`src/rtl/sprite_animator_if.sv`:
```
// ---------------------------------------------------------------------------
// sprite_animator_if
//   Groups the video-timing inputs, the sprite controls, the ROM port and the
//   pixel outputs of sprite_animator.
//   master : raster/controller side. It drives DrawX, DrawY, blank, vs,
//            sprite_x, sprite_y, flip, walking and rom_q. It receives
//            rom_address, pix_idx, pix_on and frame_num.
//   slave  : sprite_animator itself, with the opposite directions.
// ---------------------------------------------------------------------------
interface sprite_animator_if #(
  parameter int IDX_W   = 2,
  parameter int ADDR_W  = 8,
  parameter int FRAME_W = 2
);
  logic [9:0]         DrawX;
  logic [9:0]         DrawY;
  logic               blank;
  logic               vs;
  logic [9:0]         sprite_x;
  logic [9:0]         sprite_y;
  logic               flip;
  logic               walking;
  logic [ADDR_W-1:0]  rom_address;
  logic [IDX_W-1:0]   rom_q;
  logic [IDX_W-1:0]   pix_idx;
  logic               pix_on;
  logic [FRAME_W-1:0] frame_num;

  modport master (
    output DrawX, DrawY, blank, vs, sprite_x, sprite_y, flip, walking, rom_q,
    input  rom_address, pix_idx, pix_on, frame_num
  );

  modport slave (
    input  DrawX, DrawY, blank, vs, sprite_x, sprite_y, flip, walking, rom_q,
    output rom_address, pix_idx, pix_on, frame_num
  );
endinterface

```
`src/rtl/sprite_animator.sv`:
```
// ---------------------------------------------------------------------------
// sprite_animator
//   This block is a positioned, scaled and animated sprite pixel source.
//   - A pixel enters at cycle N. The ROM address is registered at N+1.
//   - The ROM returns data at N+2.
//   - pix_idx and pix_on are registered at N+3.
//   - The block accepts one pixel per clock.
//   Position, flip and the animation frame change only at the falling edge
//   of vs, so the sprite never tears partway through a frame.
// Ports
//   vga_clk : pixel clock
//   reset   : asynchronous reset, active high
//   bus     : sprite_animator_if.slave
//     inputs  : DrawX, DrawY, blank, vs, sprite_x, sprite_y, flip, walking,
//               rom_q
//     outputs : rom_address, pix_idx, pix_on, frame_num
// ---------------------------------------------------------------------------
module sprite_animator #(
  parameter int SPRITE_W    = 16,
  parameter int SPRITE_H    = 16,
  parameter int NUM_FRAMES  = 4,
  parameter int SCALE_LOG2  = 1,
  parameter int IDX_W       = 2,
  parameter int FRAME_TICKS = 8,
  parameter int ADDR_W      = 8
) (
  input  logic              vga_clk,
  input  logic              reset,
  sprite_animator_if.slave  bus
);

  localparam int FRAME_W = (NUM_FRAMES > 1) ? $clog2(NUM_FRAMES) : 1;
  localparam int COL_W   = $clog2(SPRITE_W);
  localparam int ROW_W   = $clog2(SPRITE_H);
  localparam int CNT_W   = (FRAME_TICKS > 1) ? $clog2(FRAME_TICKS) : 1;
  localparam int FULL_W  = FRAME_W + ROW_W + COL_W;

  localparam logic [10:0]        BOX_W      = 11'(SPRITE_W << SCALE_LOG2);
  localparam logic [10:0]        BOX_H      = 11'(SPRITE_H << SCALE_LOG2);
  localparam logic [FRAME_W-1:0] LAST_FRAME = FRAME_W'(NUM_FRAMES - 1);
  localparam logic [FRAME_W-1:0] FIRST_WALK = FRAME_W'(1);
  localparam logic [CNT_W-1:0]   LAST_TICK  = CNT_W'(FRAME_TICKS - 1);
  localparam logic [COL_W-1:0]   COL_MAX    = COL_W'(SPRITE_W - 1);

  typedef enum logic {ST_STAND, ST_WALK} state_t;

  // Frame boundary detection and per-frame latches.
  logic       vs_q;
  logic       vs_fall;
  logic [9:0] sx_q, sy_q;
  logic       flip_q;

  assign vs_fall = vs_q & ~bus.vs;

  always_ff @(posedge vga_clk or posedge reset) begin
    if (reset) begin
      vs_q   <= 1'b1;
      sx_q   <= '0;
      sy_q   <= '0;
      flip_q <= 1'b0;
    end else begin
      vs_q <= bus.vs;
      if (vs_fall) begin
        sx_q   <= bus.sprite_x;
        sy_q   <= bus.sprite_y;
        flip_q <= bus.flip;
      end
    end
  end

  // Animation FSM. It advances only on vs_fall.
  state_t             state_q, state_d;
  logic [FRAME_W-1:0] frame_q, frame_d;
  logic [CNT_W-1:0]   cnt_q, cnt_d;

  always_ff @(posedge vga_clk or posedge reset) begin
    if (reset) begin
      state_q <= ST_STAND;
      frame_q <= '0;
      cnt_q   <= '0;
    end else begin
      state_q <= state_d;
      frame_q <= frame_d;
      cnt_q   <= cnt_d;
    end
  end

  always_comb begin
    state_d = state_q;
    frame_d = frame_q;
    cnt_d   = cnt_q;
    if (vs_fall) begin
      case (state_q)
        ST_STAND: begin
          frame_d = '0;
          cnt_d   = '0;
          if (bus.walking) begin
            state_d = ST_WALK;
            frame_d = FIRST_WALK;
          end
        end
        ST_WALK: begin
          if (!bus.walking) begin
            state_d = ST_STAND;
            frame_d = '0;
            cnt_d   = '0;
          end else if (cnt_q == LAST_TICK) begin
            cnt_d = '0;
            // The walk cycle loops back to 1. Frame 0 is reserved for standing.
            frame_d = (frame_q == LAST_FRAME) ? FIRST_WALK
                                              : frame_q + FRAME_W'(1);
          end else begin
            cnt_d = cnt_q + CNT_W'(1);
          end
        end
        default: begin
          state_d = ST_STAND;
          frame_d = '0;
          cnt_d   = '0;
        end
      endcase
    end
  end

  // Stage 1: hit test and ROM address. The zero-extended 11-bit subtraction
  // wraps when the pixel is left of or above the sprite. The explicit >=
  // terms reject those cases, so a wrapped dx/dy can never produce a hit.
  logic [10:0]       dx, dy;
  logic              hit;
  logic [COL_W-1:0]  col, col_flip;
  logic [ROW_W-1:0]  row;
  logic [FULL_W-1:0] addr_full;
  logic [ADDR_W-1:0] rom_address_d;

  assign dx  = {1'b0, bus.DrawX} - {1'b0, sx_q};
  assign dy  = {1'b0, bus.DrawY} - {1'b0, sy_q};
  assign hit = bus.blank & (bus.DrawX >= sx_q) & (bus.DrawY >= sy_q) &
               (dx < BOX_W) & (dy < BOX_H);

  assign col      = dx[SCALE_LOG2 +: COL_W];
  assign row      = dy[SCALE_LOG2 +: ROW_W];
  assign col_flip = flip_q ? (COL_MAX - col) : col;
  // Power-of-two width and height make frame*W*H + row*W + col a plain
  // concatenation of the three fields.
  assign addr_full     = {frame_q, row, col_flip};
  assign rom_address_d = hit ? ADDR_W'(addr_full) : '0;

  logic [ADDR_W-1:0] rom_address_q;
  logic              hit_p1_q, hit_p2_q;
  logic [IDX_W-1:0]  pix_idx_q;
  logic              pix_on_q;
  logic              opaque_p2;

  assign opaque_p2 = hit_p2_q & (bus.rom_q != '0);

  always_ff @(posedge vga_clk or posedge reset) begin
    if (reset) begin
      rom_address_q <= '0;
      hit_p1_q      <= 1'b0;
      hit_p2_q      <= 1'b0;
      pix_idx_q     <= '0;
      pix_on_q      <= 1'b0;
    end else begin
      rom_address_q <= rom_address_d;
      hit_p1_q      <= hit;
      // Stage 2: ROM read in flight; the hit flag follows its data.
      hit_p2_q      <= hit_p1_q;
      // Stage 3: transparency; the index is forced to 0 when the pixel is off.
      pix_on_q      <= opaque_p2;
      pix_idx_q     <= opaque_p2 ? bus.rom_q : '0;
    end
  end

  assign bus.rom_address = rom_address_q;
  assign bus.pix_idx     = pix_idx_q;
  assign bus.pix_on      = pix_on_q;
  assign bus.frame_num   = frame_q;

endmodule

```
`src/flat_wrapper.sv`:
```
// flat-port wrapper written by rule: the top's interface ports become plain ports
module sprite_animator_flat 
#(
  parameter int SPRITE_W    = 16,
  parameter int SPRITE_H    = 16,
  parameter int NUM_FRAMES  = 4,
  parameter int SCALE_LOG2  = 1,
  parameter int IDX_W       = 2,
  parameter int FRAME_TICKS = 8,
  parameter int ADDR_W      = 8
)
  (vga_clk, reset, bus_DrawX, bus_DrawY, bus_blank, bus_vs, bus_sprite_x, bus_sprite_y, bus_flip, bus_walking, bus_rom_q, bus_rom_address, bus_pix_idx, bus_pix_on, bus_frame_num);
  sprite_animator_if #(.IDX_W(IDX_W), .ADDR_W(ADDR_W), .FRAME_W(2)) bus_i ();
  input  logic vga_clk;
  input  logic reset;
  input wire logic [$bits(bus_i.DrawX)-1:0] bus_DrawX;
  input wire logic [$bits(bus_i.DrawY)-1:0] bus_DrawY;
  input wire logic [$bits(bus_i.blank)-1:0] bus_blank;
  input wire logic [$bits(bus_i.vs)-1:0] bus_vs;
  input wire logic [$bits(bus_i.sprite_x)-1:0] bus_sprite_x;
  input wire logic [$bits(bus_i.sprite_y)-1:0] bus_sprite_y;
  input wire logic [$bits(bus_i.flip)-1:0] bus_flip;
  input wire logic [$bits(bus_i.walking)-1:0] bus_walking;
  input wire logic [$bits(bus_i.rom_q)-1:0] bus_rom_q;
  output wire logic [$bits(bus_i.rom_address)-1:0] bus_rom_address;
  output wire logic [$bits(bus_i.pix_idx)-1:0] bus_pix_idx;
  output wire logic [$bits(bus_i.pix_on)-1:0] bus_pix_on;
  output wire logic [$bits(bus_i.frame_num)-1:0] bus_frame_num;
  assign bus_i.DrawX = bus_DrawX;
  assign bus_i.DrawY = bus_DrawY;
  assign bus_i.blank = bus_blank;
  assign bus_i.vs = bus_vs;
  assign bus_i.sprite_x = bus_sprite_x;
  assign bus_i.sprite_y = bus_sprite_y;
  assign bus_i.flip = bus_flip;
  assign bus_i.walking = bus_walking;
  assign bus_i.rom_q = bus_rom_q;
  assign bus_rom_address = bus_i.rom_address;
  assign bus_pix_idx = bus_i.pix_idx;
  assign bus_pix_on = bus_i.pix_on;
  assign bus_frame_num = bus_i.frame_num;
  sprite_animator #(.SPRITE_W(SPRITE_W), .SPRITE_H(SPRITE_H), .NUM_FRAMES(NUM_FRAMES), .SCALE_LOG2(SCALE_LOG2), .IDX_W(IDX_W), .FRAME_TICKS(FRAME_TICKS), .ADDR_W(ADDR_W)) u_core (.vga_clk(vga_clk), .reset(reset), .bus(bus_i));
endmodule
```
`config.mk`:
```
export PLATFORM = sky130hd
export DESIGN_NAME = sprite_animator_flat
export DESIGN_NICKNAME = d
export VERILOG_FILES = /design/src/rtl/sprite_animator_if.sv /design/src/rtl/sprite_animator.sv /design/src/flat_wrapper.sv
export SDC_FILE = /design/constraint.sdc
export NUM_CORES = 1
export LEC_CHECK = 0
export ABC_AREA = 1
export CAP_MARGIN = 20
export CORE_ASPECT_RATIO = 0.5
export CORE_MARGIN = 2
export CORE_UTILIZATION = 50
export CTS_CLUSTER_DIAMETER = 100
export DETAILED_ROUTE_END_ITERATION = 10
export HOLD_SLACK_MARGIN = 0.1
export MAX_ROUTING_LAYER = met4
export PLACE_DENSITY = 0.88
export SLEW_MARGIN = 15
export SYNTH_ARGS = -nofsm -noshare
export SYNTH_HDL_FRONTEND = slang
export SYNTH_SLANG_ARGS = --single-unit
```
`constraint.sdc`:
```
create_clock -name vga_clk -period 2 [get_ports vga_clk]
set_input_delay 0.2 -clock vga_clk [delete_from_list [all_inputs] [get_ports vga_clk]]
set_output_delay 0.2 -clock vga_clk [all_outputs]
set_load 0.01 [all_outputs]
```
* Word-level counts from Yosys, hierarchy flattened
Cells that the tools add are included.
** Word-level totals
- Register bits after elaboration :: 41
- Input port bits :: 48
** Operators by class
- $lt $le $gt $ge :: 4
- Reductions and logical operators :: 2
- Eq/ne operators :: 3
- Add/subtract/negate cells :: 5
- Bitwise operators :: 8
- Mux-type cells :: 12
** Operators with widths (count)
- 11-bit by 6-bit < comparator with 1-bit output (second input constant) :: 2
- 10-bit by 10-bit subtractor with 11-bit output :: 2
- 10-bit greater-or-equal comparator :: 2
- 2-bit two-way mux :: 4
- 8-bit two-way mux :: 1
- 1-bit AND :: 6
- 3-bit two-way mux :: 2
- 3-bit case mux with 2 select lines :: 1
- 4-bit two-way mux :: 1
- 2-bit case mux with 2 select lines :: 1
- 4-bit subtractor (first input constant) :: 1
- 3-bit by 1-bit adder with 3-bit output (second input constant) :: 1
- 3-bit == test (second input constant) :: 1
- 3-bit != test (second input constant) :: 1
- 2-bit by 1-bit adder with 2-bit output (second input constant) :: 1
- 2-bit == test (second input constant) :: 1
- 1-bit two-way mux :: 2
- 1-bit inverter :: 2
- 2-bit AND reduction :: 1
- 2-bit nonzero test :: 1

* Longest topological paths before layout
Gate-level depths: netlist (run 1).
- Word-level depth :: 6
- Depth in mapped cells :: 15
- Mapped depth without buffers :: 15

* Worst setup path after synthesis (run 1)
Ideal clock, no wire load.
- Kind :: reg2reg
- Start point :: register u_core.sy_q[0]
- End point :: register u_core.rom_address_q[0], in the netlist u_core.bus.rom_address[0]
- Data required time :: 1928 ps
- Cell stages (with the launch flop) :: 15
- Path buffers :: 0
- Arrival time :: 1710 ps
- Clock period less this slack :: 1782 ps
- Slack :: 218 ps
- Path through :: dfrtp_1 ha_1 inv_1 fa_1 nand2_1 nand2_1 nand3b_1 nand2_1 nand2_1 nand2_1 nor2_1 nand2_1 nor2_2 nand3_4 nor2_1
** Between the ends
- Word-level cells in the longest chain between the ends :: 5
- Elaborated cells between the ends (all ways) :: 7
- Those cells by class :: add/sub (1); order compare (2); mux (1); bitwise (3)
** Ends and longest elaborated chain
- from (decl) :: line sprite_animator.sv:50 : logic [9:0] sx_q, sy_q;
- from (signal assigned) :: line sprite_animator.sv:65 : sy_q <= bus.sprite_y;
- parallel branches: the longest is 3 deep, another holds 10-bit by 10-bit subtractor with 11-bit output
- 1-bit AND * :: line sprite_animator.sv:138 : (dx < BOX_W) & (dy < BOX_H);
- 8-bit two-way mux * :: line sprite_animator.sv:146 : assign rom_address_d = hit ? ADDR_W'(addr_full) : '0;
- via u_core.rom_address_d[0] :: line sprite_animator.sv:133 : logic [ADDR_W-1:0] rom_address_d;
- to (signal assigned) :: line sprite_animator.sv:164 : rom_address_q <= rom_address_d;
- to (decl) :: line sprite_animator.sv:148 : logic [ADDR_W-1:0] rom_address_q;
Mark *: on every way through the listed nets, which the timed path passes.
A chain may end at the register's enable or synchronous reset.

* Worst setup path in the final report (run 1)
- Start point :: register u_core.sx_q[0]
- End point :: register u_core.rom_address_q[6], in the netlist u_core.bus.rom_address[6]
** Between the ends
- Word-level cells in the longest chain between the ends :: 6
- Elaborated cells between the ends (all ways) :: 8
- Those cells by class :: add/sub (1); order compare (2); mux (1); bitwise (4)
** Ends and longest elaborated chain
- from (decl) :: line sprite_animator.sv:50
- from (signal assigned) :: line sprite_animator.sv:64 : sx_q <= bus.sprite_x;
- parallel branches: the longest is 3 deep, another holds 10-bit by 10-bit subtractor with 11-bit output
- 1-bit AND * :: line sprite_animator.sv:137 : assign hit = bus.blank & (bus.DrawX >= sx_q) & (bus.DrawY >= sy_q) &
- 1-bit AND * :: line sprite_animator.sv:138
- 8-bit two-way mux * :: line sprite_animator.sv:146
- via u_core.rom_address_d[6] :: line sprite_animator.sv:133
Marked as above.

==> results.json, run 1 <==
{
  "critPathCaptureType": "register",
  "dr.pass1.iters": 5,
  "start_util_pct": 52.6,
  "yosysSeqAreaShare_pct": 39.2,
  "swShare_pct": 33.3,
  "hpwl_um": 4920,
  "gp_congestion": 0.886,
  "ys_warn_count": 0,
  "combinationalPowerShare_pct": 35.7,
  "leakage_uw": 0.00188,
  "internal_power_uw": 1830,
  "worst_pin_slew_ns": 0.526,
  "final_common_cell": "nand2_1",
  "via_per_inst": 5.01,
  "synth_area_um2": 2620,
  "die_y_um": 55.2,
  "crit_required_ns": 2.24,
  "status": "complete, but fails checks",
  "slew_viol_final": 0,
  "grt_util_all_layers_pct": 25.1,
  "fp-row-count": 18,
  "layout_common_cells": "nand2_1 (100), clkdlybuf4s50_1 (60), inv_1 (57)",
  "ir_worst_vdd_mv": 0.575,
  "powerDensity_nw_per_um2": 749,
  "start_kind": "register",
  "area_growth_pct": 39.7,
  "synthDistinctLibCells": 24,
  "antenna_found_initial": 0,
  "fin_ws_ns": -0.0728,
  "htree_levels": 2,
  "placed_area_um2": 3420,
  "fillers": 356,
  "place_ws_ns": -0.264,
  "avgSynthCellArea_um2": 7.44,
  "switchingPower_uw": 912,
  "cts_made_buffers": 5,
  "fmax_mhz": 482,
  "grt_overflow_total": 0,
  "p_total_uw": 2740,
  "clock_path_buffers": 2,
  "final_hold_viol_count": 0,
  "drtAntennaViolNets": 0,
  "drc_errors": 0,
  "nNetsFinal": 508,
  "clk_latency_ns": 0.31,
  "dpl.cell_count": 494,
  "rsz0062_at_grt": "true",
  "clk_pin_slew_worst_paths_ns": 0.09,
  "synth_nets": 425,
  "drive_above_1_share_pct": 13.1,
  "fp.dieW_um": 106,
  "place.port_buffers": 60,
  "cts_tree": "built",
  "critical_path_class": "reg2reg",
  "die_area_um2": 5870,
  "clock_power_share_pct": 30.3,
  "dr.first_iter.drc_count": 122,
  "holdWs_ns": 0.322,
  "wl_per_cell_um": 13.3,
  "root_buffer": "clkbuf_8",
  "antenna_cells": 0,
  "grt_pass1_vias": 2334,
  "hold_path_class": "in2async",
  "coreArea_um2": 4980,
  "final_cells": 506,
  "violations": "negative setup slack",
  "routed_wl_um": 6710,
  "path_max_fanout": 5,
  "synth-seq-cells": 41,
  "p_seq_share_pct": 34.0,
  "fin_area_um2": 3660,
  "cap_violations": 0,
  "fin_skew_ns": 0.00607,
  "period_needed_ns": 2.07,
  "setup_violations": 8,
  "vias": 2533,
  "critPathArrivalTime_ns": 2.32,
  "grt_pass1_wl_um": 10800,
  "slew_headroom_pct": 64.9,
  "io_pins": 61,
  "grt_max_degree": 42,
  "post-route-period-util_pct": 104,
  "syn_inst": 352,
  "clkSinkCount": 41
}
## cells in the mapped netlist
master    number  share of area, %
inv_1         60               8.6
nand3_4        1              0.67
clkinv_1       1              0.14
fa_1           2               1.5
o21ai_0       25               4.8
xor2_1         5               1.7
ha_1          23                11
nor2_2         4              0.95
nand3_1       26               5.0
o21a_1         1              0.29
dfstp_2        1               1.0
o21bai_1       1              0.29
a21oi_1       11               2.1
dfrtp_1       40                38
nand2_2        1              0.24
clkbuf_1       5              0.72
o41ai_1        1              0.33
xnor2_1        5               1.7
nand2_1      103                15
nor2_1        28               4.0
or2_1          1              0.24
nand3b_1       3              0.86
a21o_1         1              0.29
nand4_1        3              0.72
## sequential cells by signal, summed over array words and instances (netlist names), 2 cells and up
| register | flops |
|---|---|
| u_core.bus.frame_num | 2 |
| u_core.cnt_q | 3 |
| u_core.sx_q | 10 |
| u_core.bus.rom_address | 8 |
| u_core.bus.pix_idx | 2 |
| u_core.sy_q | 10 |
## power groups by stage
stage | combinational (uW) | clock (uW) | sequential [uW]
2_1_floorplan | 581 | 0 | 933
3_3_place_gp | 864 | 0 | 940
3_5_place_dp | 891 | 0 | 946
4_1_cts | 947 | 832 | 929
5_1_grt | 1100 | 876 | 935
6_report | 980 | 831 | 931
## final cells by class
cell class                      instances  area [um^2]  share of cell area, %
Multi-Input combinational cell        246         1430                   39.0
Inverter                               61          229                   6.25
Sequential cell                        41         1030                   28.1
Clock inverter                          3         68.8                   1.88
Timing Repair Buffer                   80          751                   20.5
Tap cell                               70         87.6                   2.39
Clock buffer                            5         68.8                   1.88
## per-stage QoR
stage          setup TNS (ns)  util (%)
6_report               -0.396      73.6
5_1_grt                 -1.27      73.6
4_1_cts              -0.00919      73.0
3_5_place_dp            -2.23      68.7
3_3_place_gp            -1.69      68.7
2_1_floorplan               0         -
## per-layer routing
layer	GRT usage, %	routed length [um]
met3	4.57	299
met5	-	0
met1	32.5	3270
met2	42.1	3030
met4	6.14	104
## critical path: stages (launching register included)
cell     delay (ns)
dfrtp_1        0.44
ha_2           0.21
inv_2          0.06
fa_2           0.20
nand2_1        0.06
nand2_2        0.09
nand3_2        0.08
nand3_1        0.10
nand2_1        0.08
nor2_1         0.13
nand2_1        0.10
nor2_4         0.16
nand3_4        0.14
nor2_2         0.13
## worst paths after layout
path	to	depth (start not counted)	from	slack, ns
setup / recovery	u_core.bus.rom_address[6]$_DFF_PP0_	13	u_core.sx_q[0]$_DFFE_PP0P_	-0.07
hold / removal	u_core.hit_p2_q$_DFF_PP0_	3	reset	0.32
setup reg to reg	u_core.bus.rom_address[6]$_DFF_PP0_	13	u_core.sx_q[0]$_DFFE_PP0P_	-0.07
hold reg to reg	u_core.hit_p2_q$_DFF_PP0_	0	u_core.hit_p1_q$_DFF_PP0_	0.38
max in group asynchronous	u_core.vs_q$_DFF_PP1_	3	reset	1.31
min in group vga_clk	u_core.vs_q$_DFF_PP1_	1	bus_vs	0.33
## kinds of logic (layout without fill, tap and decap cells)
kind of cell,Yosys count,count (layout),share of synthesized area [%]
and+or+nand+nor,170,171,27.4
buffers and inverters,66,149,9.46
AOI/OAI and AO/OA,40,40,8.07
adders and majority gates,25,25,12.5
xor gates and xnor gates,10,10,3.34
DFF,41,41,39.2
## what timing repair did
action,in CTS,in global routing
hold buffers,0,0
setup buffers,2,1
gates cloned,1,0
endpoints found under the setup margin,6,9
resized for setup,15,9
pin swaps,11,4
No activity file was read; power rests on OpenSTA's default activity.
==> run 2: changes to the inputs <==
- GPL_ROUTABILITY_DRIVEN: unset -> 0
- TNS_END_PERCENT: unset -> 5
==> results.json, run 2 (synthesized netlist as in run 1, its figures left out) <==
{
  "status": "complete, but fails checks",
  "violations": "negative setup slack",
  "fp.dieW_um": 106,
  "grt.met3_usage_pct": 5.85,
  "critPathCaptureType": "register",
  "post-route-period-util_pct": 104,
  "slowest_delay_ns": 0.43,
  "final_common_cell": "nand2_1",
  "slew_headroom_pct": 64.5,
  "drtAntennaViolNets": 0,
  "crit_buf_inv": 1,
  "root_buffer": "clkbuf_8",
  "coreArea_um2": 4980,
  "cts_made_buffers": 5,
  "cts_tree": "built",
  "ir_worst_vdd_mv": 0.392,
  "reg2reg_to": "u_core.bus.rom_address[3]$_DFF_PP0_",
  "fin_ws_ns": -0.0829,
  "period_needed_ns": 2.08,
  "layout_common_cells": "nand2_1 (99), clkdlybuf4s50_1 (60), inv_1 (58)",
  "leakage_uw": 0.00187,
  "crit_required_ns": 2.24,
  "rsz0062_at_grt": "true",
  "die_y_um": 55.2,
  "place.port_buffers": 60,
  "holdWs_ns": 0.323,
  "cp_top_family": "simple AND/OR/NAND/NOR gates",
  "via_per_inst": 5.01,
  "gr-max-usage-layer": "met2",
  "path_max_fanout": 5,
  "clk_pin_slew_worst_paths_ns": 0.08,
  "grt_overflow_total": 0,
  "drc_errors": 0,
  "grt_pass1_wl_um": 10700,
  "io_pins": 61,
  "grt_util_all_layers_pct": 25.1,
  "grtUsageMet1_pct": 31.1,
  "grt_use_met2_pct": 41.2,
  "dr.first_iter.drc_count": 87,
  "setup_tns_ns": -0.395,
  "r2r_start": "u_core.sx_q[0]$_DFFE_PP0P_",
  "clock_path_buffers": 2,
  "drive_above_1_share_pct": 13.5,
  "p_total_uw": 2530,
  "crit_slowest_cell": "dfrtp_1",
  "start_util_pct": 52.6,
  "die_area_um2": 5870,
  "final_util_pct": 73.1,
  "grt_pass1_vias": 2351,
  "htree_levels": 2,
  "worst_pin_slew_ns": 0.533,
  "vias": 2545,
  "wl_per_cell_um": 13.4,
  "fmax_mhz": 480,
  "fin_skew_ns": 0.00918,
  "critPathArrivalTime_ns": 2.32,
  "fp-row-count": 18,
  "nNetsFinal": 510,
  "setup_violations": 8,
  "hpwl_um": 4860,
  "critical_path_class": "reg2reg",
  "hold_path_class": "in2async",
  "fillers": 365,
  "antenna_found_initial": 0,
  "clk_latency_ns": 0.31,
  "cp_cell_sequence": "ha_2, inv_2, fa_2, nand2_2, nand2_2, nand3_2, a21oi_2, nor2_1, nand3_2, nor2_4, nand3_4, nor2_1",
  "postCtsHoldBufs": 0,
  "grt_max_degree": 42,
  "powerDensity_nw_per_um2": 696,
  "routed_wl_um": 6780,
  "r2r_slack_ns": -0.08,
  "start_kind": "register",
  "rr_worst_depth": 12,
  "antenna_cells": 0,
  "slew_viol_final": 0,
  "dr.pass1.iters": 4,
  "area_growth_pct": 38.8,
  "final_hold_viol_count": 0,
  "clkSinkCount": 41,
  "cap_violations": 0
}
==> run 2: cell count changes in the layout (fill, tap and decap cells not counted), moves of 2 or more <==
| cell | delta |
|---|---|
| a21oi_1 | -2 |
| a21oi_2 | +2 |
| buf_4 | +2 |
| bufinv_16 | -2 |
==> run 2: metal layers <==
| metal | part of all wire (%) | wire length, um |
|---|---|---|
| met1 | 45 | 3080 |
| met5 | 0 | 0 |
| met2 | 47 | 3160 |
| met4 | 1.6 | 109 |
| met3 | 6.5 | 441 |
==> run 2: worst min-delay path: stages <==
cell and delay (ns):
clkdlybuf4s50_1 0.40, inv_1 0.05, buf_4 0.44
==> run 2: through the flow <==
| step | cell area, um^2 | worst slack, ns | instances |
|---|---|---|---|
| 2_1_floorplan | 2620 | 0.218 | 352 |
| 3_3_place_gp | 3420 | -0.205 | 494 |
| 3_5_place_dp | 3420 | -0.325 | 494 |
| 4_1_cts | 3580 | -0.00114 | 505 |
| 5_1_grt | 3640 | -0.155 | 508 |
| 6_report | 3640 | -0.0829 | 508 |
==> run 2: how the worst max path moves through the flow <==
stage                               start                                  end  slack (ns)  cells past startpoint
6_report       u_core.sx_q[0]$_DFFE_PP0P_  u_core.bus.rom_address[3]$_DFF_PP0_       -0.08                     12
5_1_grt        u_core.sy_q[0]$_DFFE_PP0P_  u_core.bus.rom_address[2]$_DFF_PP0_       -0.15                     14
4_1_cts        u_core.sx_q[0]$_DFFE_PP0P_  u_core.bus.rom_address[5]$_DFF_PP0_      -0.001                     12
3_5_place_dp                 bus_DrawY[0]  u_core.bus.rom_address[6]$_DFF_PP0_       -0.33                     16
3_3_place_gp                 bus_DrawY[0]  u_core.bus.rom_address[0]$_DFF_PP0_       -0.21                     16
2_1_floorplan  u_core.sy_q[0]$_DFFE_PP0P_  u_core.bus.rom_address[0]$_DFF_PP0_        0.22                     14
==> run 2: report_power, final <==
group	switching (uW)	leakage, uW	internal [uW]
Combinational	561	0.00129	441
Clock	321	0.0000512	280
Sequential	33.7	0.000531	895
Total	916	0.00187	1620
==> run 2: timing repair <==
item	4_1_cts	5_1_grt
endpoints found under the setup margin	8	9
buffers inserted	2	3
pin swaps	11	9
gates resized for setup	14	10
gates cloned	1	0
==> run 2: cell type report <==
cell class              instances  area, um^2  area share [%]
multi-input cells             246        1430            39.4
clock inverters                 2        13.8           0.378
flip-flops and latches         41        1030            28.2
well taps                      70        87.6            2.41
inverters                      61         229            6.30
repair buffers                 82         766            21.1
clock buffers                   6        82.6            2.27
==> run 3: changes to the inputs <==
- CAP_MARGIN: 20 -> 5
- CORE_UTILIZATION: 50 -> 54
- PLACE_DENSITY: 0.88 -> 0.93
- clock period: 2 -> 2.45 ns (I/O delays scaled with it)
==> results.json, run 3 (synthesized netlist as in run 1, its figures left out) <==
{
  "status": "finished clean",
  "holdPathStages": 0,
  "clk_pin_slew_worst_paths_ns": 0.08,
  "fp.dieW_um": 103,
  "critPathArrivalTime_ns": 2.42,
  "drive_above_1_share_pct": 4.31,
  "root_buffer": "clkbuf_8",
  "rr_worst_depth": 12,
  "area_growth_pct": 31.5,
  "leakage_uw": 0.00181,
  "postCtsHoldBufs": 0,
  "slew_headroom_pct": 64.1,
  "fmax_mhz": 455,
  "place.port_buffers": 60,
  "cts_made_buffers": 5,
  "clkSinkCount": 41,
  "via_per_inst": 5.23,
  "wl_met2_um": 3420,
  "clk_latency_ns": 0.30,
  "cts_resized": 0,
  "dr.first_iter.drc_count": 148,
  "die_y_um": 53.3,
  "fillers": 300,
  "critical_path_class": "reg2reg",
  "io_pins": 61,
  "grt_pass1_vias": 2456,
  "crit_required_ns": 2.68,
  "min_from": "u_core.hit_p1_q$_DFF_PP0_",
  "setup_tns_ns": 0,
  "wl_per_cell_um": 14.2,
  "ir_worst_vdd_mv": 0.298,
  "grt_max_degree": 42,
  "coreArea_um2": 4530,
  "start_kind": "register",
  "fin_skew_ns": 0.00238,
  "start_util_pct": 57.8,
  "rsz0062_at_grt": "false",
  "cap_violations": 0,
  "cts_tree": "built",
  "nNetsFinal": 490,
  "dr.pass1.iters": 5,
  "hold_path_class": "reg2reg",
  "grt_overflow_total": 0,
  "final_util_pct": 76.0,
  "final_cells": 484,
  "path_max_fanout": 9,
  "critPathCaptureType": "register",
  "post_cts_buffers": 0,
  "drtAntennaViolNets": 0,
  "holdPathEnd": "u_core.hit_p2_q$_DFF_PP0_",
  "holdWs_ns": 0.356,
  "fp-row-count": 17,
  "period_needed_ns": 2.20,
  "dpl.cell_count": 476,
  "post-route-period-util_pct": 89.7,
  "reg2reg_to": "u_core.bus.rom_address[3]$_DFF_PP0_",
  "met3_length_um": 441,
  "grt_pass1_wl_um": 11100,
  "routed_wl_um": 6880,
  "antenna_cells": 0,
  "powerDensity_nw_per_um2": 622,
  "highest_layer": "met4",
  "r2r_slack_ns": 0.25,
  "worst_pin_slew_ns": 0.538,
  "final_hold_viol_count": 0,
  "setup_violations": 0,
  "r2r_start": "u_core.sx_q[0]$_DFFE_PP0P_",
  "antenna_found_initial": 0,
  "hpwl_um": 4970,
  "htree_levels": 2,
  "clock_path_buffers": 2,
  "die_area_um2": 5460,
  "layout_common_cells": "nand2_1 (103), inv_1 (60), clkdlybuf4s50_1 (60)",
  "grt_util_all_layers_pct": 27.6,
  "final_common_cell": "nand2_1",
  "vias": 2530,
  "p_total_uw": 2140,
  "slew_viol_final": 0,
  "drc_errors": 0,
  "drt-met1-wl_um": 2900
}
run 3: area by class of cell:
class	count	area, um^2	share of cell area (%)
Inverter	61	229	6.65
Tap cell	66	82.6	2.40
Timing Repair Buffer	63	623	18.1
Clock inverter	3	68.8	2.00
Multi-Input combinational cell	245	1350	39.0
Sequential cell	41	1030	29.8
Clock buffer	5	68.8	2.00
run 3: stage by stage:
stage          instance area, um^2  worst slack (ns)
6_report                      3440             0.252
5_1_grt                       3440            0.0894
4_1_cts                       3440             0.309
3_5_place_dp                  3310             0.113
3_3_place_gp                  3310             0.184
2_1_floorplan                 2620             0.668
run 3: routing by layer:
layer | vias to the layer above | GRT usage (%)
met5 | - | -
met4 | 0 | 8.67
met3 | 20 | 3.30
met2 | 99 | 48.4
met1 | 1187 | 34.1
li1 | 1224 | -
run 3: how the worst max path moves through the flow:
stage	startpoint	end	slack [ns]	cells after the start
after detailed placement	bus_DrawX[0]	u_core.bus.rom_address[5]$_DFF_PP0_	0.11	14
after global placement	bus_DrawY[0]	u_core.bus.rom_address[0]$_DFF_PP0_	0.18	16
after floorplan	u_core.sy_q[0]$_DFFE_PP0P_	u_core.bus.rom_address[0]$_DFF_PP0_	0.67	14
after CTS	u_core.sx_q[0]$_DFFE_PP0P_	u_core.bus.rom_address[3]$_DFF_PP0_	0.31	12
after global routing	u_core.sx_q[0]$_DFFE_PP0P_	u_core.bus.rom_address[3]$_DFF_PP0_	0.09	12
final	u_core.sx_q[0]$_DFFE_PP0P_	u_core.bus.rom_address[3]$_DFF_PP0_	0.25	12
run 3: power breakdown:
group,internal [uW],total [uW],switching (uW)
logic,293,715,422
registers,731,760,29.2
clock network,410,668,258
total,1430,2140,709
run 3: worst max-delay path: stages, from the launching register on:
cell and delay [ns]:
dfrtp_1 0.42, ha_1 0.16, inv_1 0.08, fa_1 0.42, nand2_1 0.08, nand2_1 0.08
nand3_1 0.11, a21oi_1 0.09, nor2_1 0.12, nand3_1 0.10, nor2_2 0.15, nand3_4 0.15
nor2_1 0.16
==> edit 1: new RTL, settings of run 1 <==
`ADDR_W` is set to 8 in 3 places; all go to 7.
--- a/src/rtl/sprite_animator_if.sv
+++ b/src/rtl/sprite_animator_if.sv
@@ -9,7 +9,7 @@
 // ---------------------------------------------------------------------------
 interface sprite_animator_if #(
   parameter int IDX_W   = 2,
-  parameter int ADDR_W  = 8,
+  parameter int ADDR_W  = 7,
   parameter int FRAME_W = 2
 );
   logic [9:0]         DrawX;
--- a/src/rtl/sprite_animator.sv
+++ b/src/rtl/sprite_animator.sv
@@ -22,7 +22,7 @@
   parameter int SCALE_LOG2  = 1,
   parameter int IDX_W       = 2,
   parameter int FRAME_TICKS = 8,
-  parameter int ADDR_W      = 8
+  parameter int ADDR_W      = 7
 ) (
   input  logic              vga_clk,
   input  logic              reset,
--- a/src/flat_wrapper.sv
+++ b/src/flat_wrapper.sv
@@ -7,7 +7,7 @@
   parameter int SCALE_LOG2  = 1,
   parameter int IDX_W       = 2,
   parameter int FRAME_TICKS = 8,
-  parameter int ADDR_W      = 8
+  parameter int ADDR_W      = 7
 )
   (vga_clk, reset, bus_DrawX, bus_DrawY, bus_blank, bus_vs, bus_sprite_x, bus_sprite_y, bus_flip, bus_walking, bus_rom_q, bus_rom_address, bus_pix_idx, bus_pix_on, bus_frame_num);
   sprite_animator_if #(.IDX_W(IDX_W), .ADDR_W(ADDR_W), .FRAME_W(2)) bus_i ();
Interface: changed (resized bus_rom_address); port bits go from 61 to 60. The function was not compared with the original's and may differ.
==> edit 1 against run 1 <==
The run still ends with setup timing left; wire length down 12%; synthesized area decreased by 3.5%; count of clock-buffer cells in the layout rose by 1; hold slack better by 3.8 ps; sequential cell count fell by 1; via count down 3.3%; setup slack improved by 58 ps; power shrank 13%; global-route usage down 3.7 points; cell area shrank 3.7%; critical path type unchanged; critical endpoint is now u_core.bus.rom_address[1]$_DFF_PP0_; highest routed layer unchanged.
==> edit 1: results <==
[cells_and_area]
final_nets = 497
n_fill_cell = 371
drive_above_1_share_pct = 13.4

[critical_path]
r2r_end = "u_core.bus.rom_address[1]$_DFF_PP0_"
rrSetupSlack_ps = -10
crit_path_max_incr_delay_ps = 360
r2r_cells = 14
timing.rr.start = "u_core.sx_q[4]$_DFFE_PP0P_"
cp_max_fo = 8
critPathTopFamily = "simple AND/OR/NAND/NOR gates"
arrival_ps = 2240

[synthesis]
synth_area_leaders = "dfrtp_1 39%, nand2_1 15%, ha_1 11%"
synth_common_cells = "103 x nand2_1, 60 x inv_1, 39 x dfrtp_1"
avgSynthCellArea_um2 = 7.41
syn-num-nets = 414
yosysSeqAreaShare_pct = 39.7

[clocking]
cts.repair.resized = 7
cts-root-buf = "clkbuf_8"
post_cts_buffers = 1

[power_and_ir_drop]
vdd_drop_max_v = 0.000320
leakagePower_nw = 1.82

[timing]
holdWs_ps = 325
setup_ws_ps = -14.7
tns_ps = -39.0
tightest_slew_ps = 516
finalSetupViolCount = 4
clock_skew_ps = 11.0

[global_routing]
grt_pass1_wl_um = 9290
grt_max_degree = 41
track_usage_pct = 21.4
grt_antenna_before_repair = 0

[placement]
io_buffers = 59
placed_area_mm2 = 0.00332
place_ws_ps = -324
dp.cells = 483
hpwl_um = 4290

[run_status]
outcome = "finished, violations left"
violations = "setup timing"

[routing]
vias = 2449
viasPerCell = 4.95
wl_per_cell_um = 11.9

[hold_path]
hold_path.class = "in -> async"
edit 1: area by class of cell:
class	instances	area [um2]	area share (%)
clock inverters	2	12.5	0.355
inverters	61	229	6.50
multi-input cells	235	1370	38.7
well taps	70	87.6	2.48
clock buffers	6	72.6	2.06
flip-flops and latches	40	1000	28.4
repair buffers	81	756	21.4
edit 1: metal layers:
layer / vias to the layer above / share of wire [%] / GRT usage, %
met1: 1149 / 45 / 25.2
met2: 67 / 49 / 38.9
met5: - / 0 / -
met4: 0 / 0.97 / 6.31
li1: 1223 / - / -
met3: 10 / 4.5 / 4.17
edit 1: worst max-delay path by stage:
stage | cells after the start | slack (ps) | from | end
after floorplan | 14 | 240 | u_core.sy_q[0]$_DFFE_PP0P_ | u_core.bus.rom_address[0]$_DFF_PP0_
after global placement | 16 | -240 | bus_DrawY[0] | u_core.bus.rom_address[3]$_DFF_PP0_
after detailed placement | 14 | -320 | bus_DrawX[0] | u_core.bus.rom_address[0]$_DFF_PP0_
after CTS | 14 | -10 | u_core.sy_q[0]$_DFFE_PP0P_ | u_core.bus.rom_address[5]$_DFF_PP0_
after global routing | 14 | -160 | u_core.sx_q[2]$_DFFE_PP0P_ | u_core.bus.rom_address[2]$_DFF_PP0_
final | 14 | -10 | u_core.sx_q[4]$_DFFE_PP0P_ | u_core.bus.rom_address[1]$_DFF_PP0_
edit 1: logic make-up (layout without fill, tap and decap cells):
family	count (synthesis)	count (layout)	synth area share (%)
adders and majority gates	25	25	13.0
xor gates and xnor gates	9	9	3.12
DFF	40	40	39.7
AOI/OAI and AO/OA	41	41	8.66
and+or+nand+nor	160	160	25.8
buffers and inverters	66	150	9.80
edit 1: power breakdown:
group	leakage (nW)	internal, mW	switching, mW
clock	0.0412	0.244	0.301
sequential	0.517	0.875	0.0317
combinational	1.27	0.429	0.507
==> edit 2: new RTL, flow settings as in run 1 <==
Without the edit above. Take the reset off `rom_address_q` and load it in a clocked block of its own.
--- a/src/rtl/sprite_animator.sv
+++ b/src/rtl/sprite_animator.sv
@@ -155,13 +155,11 @@
 
   always_ff @(posedge vga_clk or posedge reset) begin
     if (reset) begin
-      rom_address_q <= '0;
       hit_p1_q      <= 1'b0;
       hit_p2_q      <= 1'b0;
       pix_idx_q     <= '0;
       pix_on_q      <= 1'b0;
     end else begin
-      rom_address_q <= rom_address_d;
       hit_p1_q      <= hit;
       // Stage 2: ROM read in flight; the hit flag follows its data.
       hit_p2_q      <= hit_p1_q;
@@ -171,6 +169,10 @@
     end
   end
 
+  always_ff @(posedge vga_clk) begin
+    rom_address_q <= rom_address_d;
+  end
+
   assign bus.rom_address = rom_address_q;
   assign bus.pix_idx     = pix_idx_q;
   assign bus.pix_on      = pix_on_q;
Function: changed (a bounded check fails within 4 cycles, from zero or initial values and one cycle with reset high).
==> edit 2 against run 1 <==
The run still ends with setup timing left; power increased by 13%; final cell count increased by 14%; sequential cell count is the same; setup slack worse by 120 ps; cell area is 9.7% higher; combinational power up 24%; synthesized area up 7.4%; hold slack got worse by 22 ps; critical endpoint is now u_core.bus.rom_address[7]$_SDFF_PN0_; wire length increased by 21%; sequential share of layout area fell by 3.5 points.
==> edit 2: results <==
[synthesis]
synth_xor_xnor_area_share_pct = 3.11
synth-async-reset-ratio_pct = 80.5
synth_compound_area_share_pct = 7.38
synth_area_leaders = "dfrtp_1 28%, nand2_1 17%, inv_1 10%"
synth_cell_types = 30
syn-num-nets = 482
synth-adder-area-share_pct = 11.6
synth_top_area_share_pct = 28.4
yosysSeqAreaShare_pct = 35.1
avgSynthCellArea_um2 = 6.88
synth_common_cells = "131 x nand2_1, 78 x inv_1, 35 x nor2_1"

[placement]
place_congestion = 0.941
hpwl_um = 5520
placed_area_mm2 = 0.00369
place_ws_ps = -543
dp.cells = 564

[cells_and_area]
final_nets = 574
drive_above_1_share_pct = 14.3
layout.cells.non_filler = 575

[global_routing]
grtUsageMet1_pct = 31.0
track_usage_pct = 25.8
grt_pass1_vias = 2785
grt_pass1_wl_um = 12200
grt_max_degree = 34
grt_use_met2_pct = 43.6
use_met3_pct = 5.83

[routing]
vias = 2996
met1_length_um = 3380
met2_length_um = 3910
wl_met3_um = 527
drt_iter0_drc = 248
routed_wl_um = 8110
dr.pass1.iters = 7

[run_status]
violations = "setup timing"
outcome = "finished, violations left"

[clocking]
htree_levels = 2
cts-root-buf = "clkbuf_16"
clk_pin_slew_ps = 60
clk_latency_ps = 280

[power_and_ir_drop]
vdd_drop_max_v = 0.000462
swShare_pct = 34.3
leakagePower_nw = 2.10

[timing]
relSlewSlack_pct = 72.0
finalSetupViolCount = 9
tns_ps = -1580
holdWs_ps = 300
setup_ws_ps = -197
clock_skew_ps = 3.18

[critical_path]
cp_slowest_cell = "dfrtp_1"
r2r_end = "u_core.bus.rom_address[7]$_SDFF_PN0_"
timing.rr.start = "u_core.sx_q[6]$_DFFE_PP0P_"
crit_path_max_incr_delay_ps = 380
cp_max_fo = 5
arrival_ps = 2410
==> edit 2: cell count changes in the layout (fill, tap and decap cells not counted), sizes merged, moves of 5 or more <==
cell	run 1	this run
nand2	104	132
dfxtp	0	8
inv	61	79
dfrtp	40	32
buf	20	29
nor2	32	37
==> edit 2: cell type report <==
type | instances | area (um2)
clock buffers | 6 | 139
clock inverters | 2 | 37.5
fillers | 395 | 1450
inverters | 80 | 300
multi-input cells | 284 | 1640
flip-flops and latches | 41 | 987
well taps | 73 | 91.3
repair buffers | 89 | 821
==> edit 2: power groups by stage <==
stage	clock, mW	sequential [mW]	combinational (mW)
floorplan	0	0.932	0.675
global placement	0	0.940	1.02
detailed placement	0	0.944	1.06
CTS	0.954	0.929	1.13
global route	0.990	0.936	1.33
finish	0.944	0.930	1.22
==> edit 2: repair_timing <==
item,4_1_cts,5_1_grt
pin swaps,6,3
gates cloned,1,0
gates resized for setup,15,15
setup buffers,2,0
setup endpoints to repair,9,9
